===== src/rtl/lsu_pkg.sv =====
// Shared funct3 codes, FSM state encoding and byte-lane mask helper for the LSU.
// LSU_MISALIGNED_SPLIT_EN adds the second-word access state ST_ACC1.
package lsu_pkg;

  localparam logic [2:0] LB  = 3'b000;
  localparam logic [2:0] LH  = 3'b001;
  localparam logic [2:0] LW  = 3'b010;
  localparam logic [2:0] LBU = 3'b100;
  localparam logic [2:0] LHU = 3'b101;
  localparam logic [2:0] SB  = 3'b000;
  localparam logic [2:0] SH  = 3'b001;
  localparam logic [2:0] SW  = 3'b010;

  typedef enum logic [1:0] {
    ST_IDLE = 2'd0,
    ST_ACC0 = 2'd1,
`ifdef LSU_MISALIGNED_SPLIT_EN
    ST_ACC1 = 2'd2,
`endif
    ST_RESP = 2'd3
  } lsu_state_e;

  // Lane mask across two consecutive words: low nibble is the first word, high nibble the next.
  function automatic logic [7:0] be_mask(input logic [1:0] size, input logic [1:0] off);
    logic [7:0] base;
    case (size)
      2'd0:    base = 8'h01;
      2'd1:    base = 8'h03;
      default: base = 8'h0F;
    endcase
    return base << off;
  endfunction

endpackage


===== src/rtl/lsu_load_align.sv =====
// Load-data lane alignment and sign/zero extension.
// The 64-bit input holds {next word, first word} so split loads reuse the same shifter.
module lsu_load_align
  import lsu_pkg::*;
(
  input  logic [63:0] i_rawData,
  input  logic [1:0]  i_off,
  input  logic [2:0]  i_funct3,
  output logic [31:0] o_dataExt
);

  logic [31:0] w_lane;

  assign w_lane = 32'(i_rawData >> {i_off, 3'b000});

  always_comb begin
    case (i_funct3)
      LB:      o_dataExt = {{24{w_lane[7]}}, w_lane[7:0]};
      LH:      o_dataExt = {{16{w_lane[15]}}, w_lane[15:0]};
      LBU:     o_dataExt = {24'h0, w_lane[7:0]};
      LHU:     o_dataExt = {16'h0, w_lane[15:0]};
      default: o_dataExt = w_lane;
    endcase
  end

endmodule


===== src/rtl/lsu_access_ctrl.sv =====
// Load/store sequencer for the single-ported data memory: lane enables, req/ack handshake, timeout.
// Define LSU_MISALIGNED_SPLIT_EN to turn misaligned accesses into two word accesses instead of faults.
module lsu_access_ctrl
  import lsu_pkg::*;
#(
  parameter int ADDR_W      = 32,
  parameter int ACK_TIMEOUT = 255
)
(
  input  logic              i_clk,
  input  logic              i_rst,
  input  logic              i_valid,
  output logic              o_ready,
  input  logic              i_isLoad,
  input  logic [2:0]        i_funct3,
  input  logic [ADDR_W-1:0] i_addr,
  input  logic [31:0]       i_writeData,
  output logic              o_done,
  output logic              o_fault,
  output logic [31:0]       o_readDataExt,
  output logic              o_memReq,
  input  logic              i_memAck,
  output logic [ADDR_W-1:0] o_memAddr,
  output logic              o_memWe,
  output logic [3:0]        o_memByteEn,
  output logic [31:0]       o_memWData,
  input  logic [31:0]       i_memRData
);

`ifdef LSU_MISALIGNED_SPLIT_EN
  localparam int NW = 2;
`else
  localparam int NW = 1;
`endif

  lsu_state_e        r_state;
  lsu_state_e        w_stateNext;
  logic              w_accept;
  logic              w_illegal;
  logic              w_misaligned;
  logic              w_reqFault;
  logic              w_inAcc;
  logic              w_timeout;
  logic              w_ackFinal;
  logic [1:0]        w_off;
  logic [63:0]       w_rawData;
  logic [31:0]       w_loadExt;
  logic [ADDR_W-1:0] r_addrWord;
  logic [1:0]        r_off;
  logic [2:0]        r_funct3;
  logic              r_isLoad;
  logic [4*NW-1:0]   r_byteEn;
  logic [32*NW-1:0]  r_wData;
  logic [31:0]       r_ackCnt;
  logic [31:0]       r_readDataExt;
  logic              r_fault;
`ifdef LSU_MISALIGNED_SPLIT_EN
  logic              r_split;
  logic [31:0]       r_word0;
`endif

  assign w_off        = i_addr[1:0];
  assign w_accept     = i_valid && o_ready;
  assign w_illegal    = i_isLoad ? !(i_funct3 inside {LB, LH, LW, LBU, LHU})
                                 : !(i_funct3 inside {SB, SH, SW});
  assign w_misaligned = ((i_funct3[1:0] == 2'd1) && (w_off == 2'd3)) ||
                        ((i_funct3[1:0] == 2'd2) && (w_off != 2'd0));

`ifdef LSU_MISALIGNED_SPLIT_EN
  assign w_reqFault = w_illegal;
  assign w_inAcc    = (r_state == ST_ACC0) || (r_state == ST_ACC1);
  assign w_ackFinal = i_memAck && ((r_state == ST_ACC1) || ((r_state == ST_ACC0) && !r_split));
  assign w_rawData  = (r_state == ST_ACC1) ? {i_memRData, r_word0} : {32'h0, i_memRData};
`else
  assign w_reqFault = w_illegal || w_misaligned;
  assign w_inAcc    = (r_state == ST_ACC0);
  assign w_ackFinal = i_memAck && (r_state == ST_ACC0);
  assign w_rawData  = {32'h0, i_memRData};
`endif

  // An ack in the last allowed cycle still wins over the timeout.
  assign w_timeout = w_inAcc && !i_memAck && (ACK_TIMEOUT != 0) &&
                     (r_ackCnt == 32'(ACK_TIMEOUT - 1));

  always_ff @(posedge i_clk) begin
    if (i_rst) r_state <= ST_IDLE;
    else       r_state <= w_stateNext;
  end

  always_comb begin
    w_stateNext = r_state;
    case (r_state)
      ST_IDLE, ST_RESP: w_stateNext = (w_accept && !w_reqFault) ? ST_ACC0 : ST_IDLE;
      ST_ACC0: begin
        if (i_memAck) begin
`ifdef LSU_MISALIGNED_SPLIT_EN
          w_stateNext = r_split ? ST_ACC1 : ST_RESP;
`else
          w_stateNext = ST_RESP;
`endif
        end else if (w_timeout) begin
          w_stateNext = ST_IDLE;
        end
      end
`ifdef LSU_MISALIGNED_SPLIT_EN
      ST_ACC1: begin
        if (i_memAck)       w_stateNext = ST_RESP;
        else if (w_timeout) w_stateNext = ST_IDLE;
      end
`endif
      default: w_stateNext = ST_IDLE;
    endcase
  end

  always_comb begin
    o_ready     = 1'b0;
    o_done      = 1'b0;
    o_memReq    = 1'b0;
    o_memWe     = 1'b0;
    o_memByteEn = '0;
    o_memAddr   = '0;
    o_memWData  = '0;
    case (r_state)
      ST_IDLE: o_ready = 1'b1;
      ST_RESP: begin
        o_ready = 1'b1;
        o_done  = 1'b1;
      end
      ST_ACC0: begin
        o_memReq    = 1'b1;
        o_memWe     = !r_isLoad;
        o_memAddr   = r_addrWord;
        o_memByteEn = r_byteEn[3:0];
        o_memWData  = r_wData[31:0];
      end
`ifdef LSU_MISALIGNED_SPLIT_EN
      ST_ACC1: begin
        o_memReq    = 1'b1;
        o_memWe     = !r_isLoad;
        o_memAddr   = r_addrWord + ADDR_W'(4);
        o_memByteEn = r_byteEn[7:4];
        o_memWData  = r_wData[63:32];
      end
`endif
      default: ;
    endcase
  end

  always_ff @(posedge i_clk) begin
    if (i_rst)                      r_ackCnt <= '0;
    else if (w_stateNext != r_state) r_ackCnt <= '0;
    else if (w_inAcc)                r_ackCnt <= r_ackCnt + 32'd1;
  end

  always_ff @(posedge i_clk) begin
    if (i_rst) r_fault <= 1'b0;
    else       r_fault <= (w_accept && w_reqFault) || w_timeout;
  end

  // Request fields: outputs are gated by state, so these need no reset.
  always_ff @(posedge i_clk) begin
    if (w_accept && !w_reqFault) begin
      r_addrWord <= {i_addr[ADDR_W-1:2], 2'b00};
      r_off      <= w_off;
      r_funct3   <= i_funct3;
      r_isLoad   <= i_isLoad;
      r_byteEn   <= (4*NW)'(be_mask(i_funct3[1:0], w_off));
      r_wData    <= (32*NW)'({32'h0, i_writeData} << {w_off, 3'b000});
`ifdef LSU_MISALIGNED_SPLIT_EN
      r_split    <= w_misaligned;
`endif
    end
  end

`ifdef LSU_MISALIGNED_SPLIT_EN
  always_ff @(posedge i_clk) begin
    if ((r_state == ST_ACC0) && i_memAck) r_word0 <= i_memRData;
  end
`endif

  lsu_load_align u_load_align (
    .i_rawData (w_rawData),
    .i_off     (r_off),
    .i_funct3  (r_funct3),
    .o_dataExt (w_loadExt)
  );

  always_ff @(posedge i_clk) begin
    if (i_rst)           r_readDataExt <= '0;
    else if (w_ackFinal) r_readDataExt <= w_loadExt;
  end

  assign o_readDataExt = r_readDataExt;
  assign o_fault       = r_fault;

endmodule


===== config.mk =====
export PLATFORM = sky130hd
export DESIGN_NAME = lsu_access_ctrl
export DESIGN_NICKNAME = d
export VERILOG_FILES = /design/src/rtl/lsu_pkg.sv /design/src/rtl/lsu_load_align.sv /design/src/rtl/lsu_access_ctrl.sv
export SDC_FILE = /design/constraint.sdc
export NUM_CORES = 1
export LEC_CHECK = 0
export BUFFER_PORTS_ARGS = -buffer_cell sky130_fd_sc_hd__buf_2
export CAP_MARGIN = 10
export CORE_ASPECT_RATIO = 0.7
export CORE_UTILIZATION = 50
export CTS_CLUSTER_SIZE = 40
export DETAILED_ROUTE_END_ITERATION = 8
export GPL_TIMING_DRIVEN = 0
export HOLD_SLACK_MARGIN = 0.12
export PLACE_DENSITY = 0.75
export SKIP_LAST_GASP = 1
export SYNTH_ARGS = -nofsm -noshare
export SYNTH_HDL_FRONTEND = slang
export SYNTH_SLANG_ARGS = --single-unit

===== constraint.sdc =====
create_clock -name i_clk -period 6.9 [get_ports i_clk]
set_input_delay 0.345 -clock i_clk [delete_from_list [all_inputs] [get_ports i_clk]]
set_output_delay 0.345 -clock i_clk [all_outputs]
set_load 0.02 [all_outputs]

==> out/qor.csv <==
metric,value,unit
Arrival @ worst endpoint,2.71,ns
Final Critical Period,3.06,ns
drt wl/cell,17.7,µm
Worst-Margin Slew,0.832,ns
Die Wd,140,µm
Layout Cells excl Fill,1077,
CTS resizes,0,
final wirelength,19.0,mm
clock sinks,139,
Max Slew Vio Count,0,
root buffer cell,clkbuf_16,
TritonCTS clock tree,built,
HP Class,in2reg,
maxcap violations,0,
die height,98.6,µm
endpoints failing setup,0,
register area share after synthesis,52.6,%
router iterations before antenna repair,5,
Iter 0 DRT Violations,340,
CP Max Fanout,10,
Util after Layout,69.8,%
Async SR Flop Fraction,0,%
Post-synth EDFFs,72,
I/O pins,209,
Net Sw Frac,23.2,%
Seq pwr share,43.6,%
CTS buffer count,17,
Synth Area in Simple Gates,23.6,%
commonest cells in the synthesized netlist,"and2_1 (76), edfxtp_1 (72), dfxtp_1 (67)",
dominant cell type by area after synthesis,edfxtp_1,
clock skew,0.0137,ns
compound-gate portion of the synthesized area,8.80,%
core area,0.0127,mm²
Max IR drop VDD,0.196,mV
vias after detailed routing,5990,
ant diodes,0,
Synth top area share,32.4,%
via count of the first global-routing pass,5861,
Clock Latency Late Sink,0.42,ns
internal power,1.60,mW
Final Hold Slack,0.146,ns
setup_tns,0,ns
Comb pwr share,9.9,%
global-route wire length before repair,30.1,mm
"Hold Vio Cnt, Final",0,
Clock power frac,46.5,%
CP Class,reg2out,
antenna violations before repair,0,
most frequent cell after synthesis,and2_1,
crit share post-route,44.3,%
Routed Antenna Nets,0,
Max Freq,327,MHz
Setup crit start kind,flop,
clk slew on worst S/H paths,0.06,ns
largest net degree at the start of global routing,32,
Synth Area in Adders,0.939,%
Port-buffer cells,205,
GRT Total Usage,28.1,%
P_leak,3.74,nW
Clock Tree Buf Depth,2,
DRC errors left,0,
Vias/cell,5.56,
pwr/cell area,234,mW/mm²
layout cells sized above 1,30.4,%
endpoint type of the worst setup path,output pin,
P&R area growth vs syn,33.1,%
RSZ-0062 raised after global routing,no,
row count,34,
multiplexer area fraction after synthesis,6.33,%
H-tree depth,4,
area of the die,0.0138,mm²
GR Overflow Total,0,
Yosys reg bits,139,
Synth Area in XOR/XNOR,4.07,%
outcome,"finished, final reports clean",
"Distinct cells, synth",46,
Reg area,0.00350,mm²
Multi-input gate area,0.00293,mm²
Area contributors post-synth,"edfxtp_1 (32%), dfxtp_1 (20%), and2_1 (7.1%), mux2i_1 (4.8%), nand2_1 (3.3%)",
ys flop type,edfxtp_1,
Cells after DPL,1015,
main combinational cell family by area after synthesis,simple AND/OR/NAND/NOR gates,
Mapped Area,0.00667,mm²
filler cell count,939,
Mapped Cells,645,
total power,2.08,mW
gpl congestion,0.909,
HPWL Detailed,13.4,mm
Initial Util,52.4,%
Nets,1011,
sw power,0.481,mW
Avg Inst Size Synth,10.3,µm²
synth warn,0,
Slew headroom,44.5,%
CP required,6.55,ns
[kinds of logic (layout without fill, tap and decap cells)]
logic type,after synthesis,in the layout
adder cells (fa/ha/maj),5,5
AND/OR/NAND/NOR,290,290
buffers and inverters,51,320
other,1,2
AO/OA/AOI/OAI,87,87
multiplexers,41,41
XOR/XNOR,31,31
flip-flops,139,139
[stage by stage]
step           setup WS (ns)  instance area, µm²
2_1_floorplan           2.32                6670
3_3_place_gp           0.900                7900
3_5_place_dp            4.24                7950
4_1_cts                 3.86                8870
5_1_grt                 3.67                8870
6_report                3.84                8870
[power by group through the flow]
stage	clock (mW)	combinational, mW	sequential (mW)
2_1_floorplan	0	0.101	0.928
3_3_place_gp	0	0.180	0.925
3_5_place_dp	0	0.188	0.923
4_1_cts	0.969	0.203	0.905
5_1_grt	1.01	0.221	0.907
6_report	0.965	0.206	0.906
[registers in the layout (all words and copies together) (netlist names)]
register	cells
o_fault	1
r_state	2
r_addrWord	30
r_isLoad	1
r_byteEn	4
o_readDataExt	32
r_wData	32
r_funct3	3
r_off	2
r_ackCnt	32
[area by class of cell]
cell class	instances	share of cell area, %
plain buffers	46	2.52
clock buffers	20	5.03
clock inverters	12	1.95
inverters	5	0.212
multi-input cells	456	33.0
flip-flops and latches	139	39.5
well taps	162	2.28
repair buffers	237	15.5
[path summary, 6_finish.rpt]
kind,startpoint,end,slack [ns],depth (start not counted)
max,r_state[0],o_memByteEn[3],3.84,5
min,i_funct3[2],r_funct3[2],0.15,1
max reg2reg,r_state[0],r_ackCnt[31],4.21,7
min reg2reg,o_readDataExt[6],o_readDataExt[6],0.46,2
[worst max-delay path, stage by stage (launching register included)]
cell and delay [ns]:
dfxtp_1 0.46, ha_1 0.38, clkbuf_1 0.52, clkbuf_1 0.55, and2_1 0.21, buf_2 0.17
[layout by cell type (no fill, tap or decap), drive strengths merged, types with 4 or more instances in the layout]
cell type,netlist,routed
a211oi,25,25
a21oi,27,27
and2,76,76
and3,7,7
and4,6,6
buf,18,225
bufinv,0,4
clkbuf,28,48
clkinv,0,4
clkinvlp,0,4
dfxtp,67,67
dlygate4sd3,0,30
edfxtp,72,72
ha,5,5
inv,5,5
mux2,9,9
mux2i,32,32
nand2,59,59
nand3,14,14
nand4,14,14
nor2,46,46
nor2b,12,12
nor3,41,41
nor4,8,8
o211ai,9,9
o21ai,16,16
xnor2,6,6
xor2,25,25
[layer usage]
layer | track usage [%] | up-vias | part of all wire (%) | wire, µm
met5 | 0 | - | 0 | 0
met4 | 8.28 | 0 | 1.5 | 276
li1 | - | 2794 | - | -
met1 | 38.4 | 2901 | 45 | 8590
met2 | 44.5 | 270 | 46 | 8810
met3 | 6.71 | 25 | 7.1 | 1350
[timing repair]
item / CTS / global route
buffers inserted: 0 / 0
hold buffers: 30 / 0
endpoints found under the hold margin: 30 / 0
(Power assumes the default switching activity.)
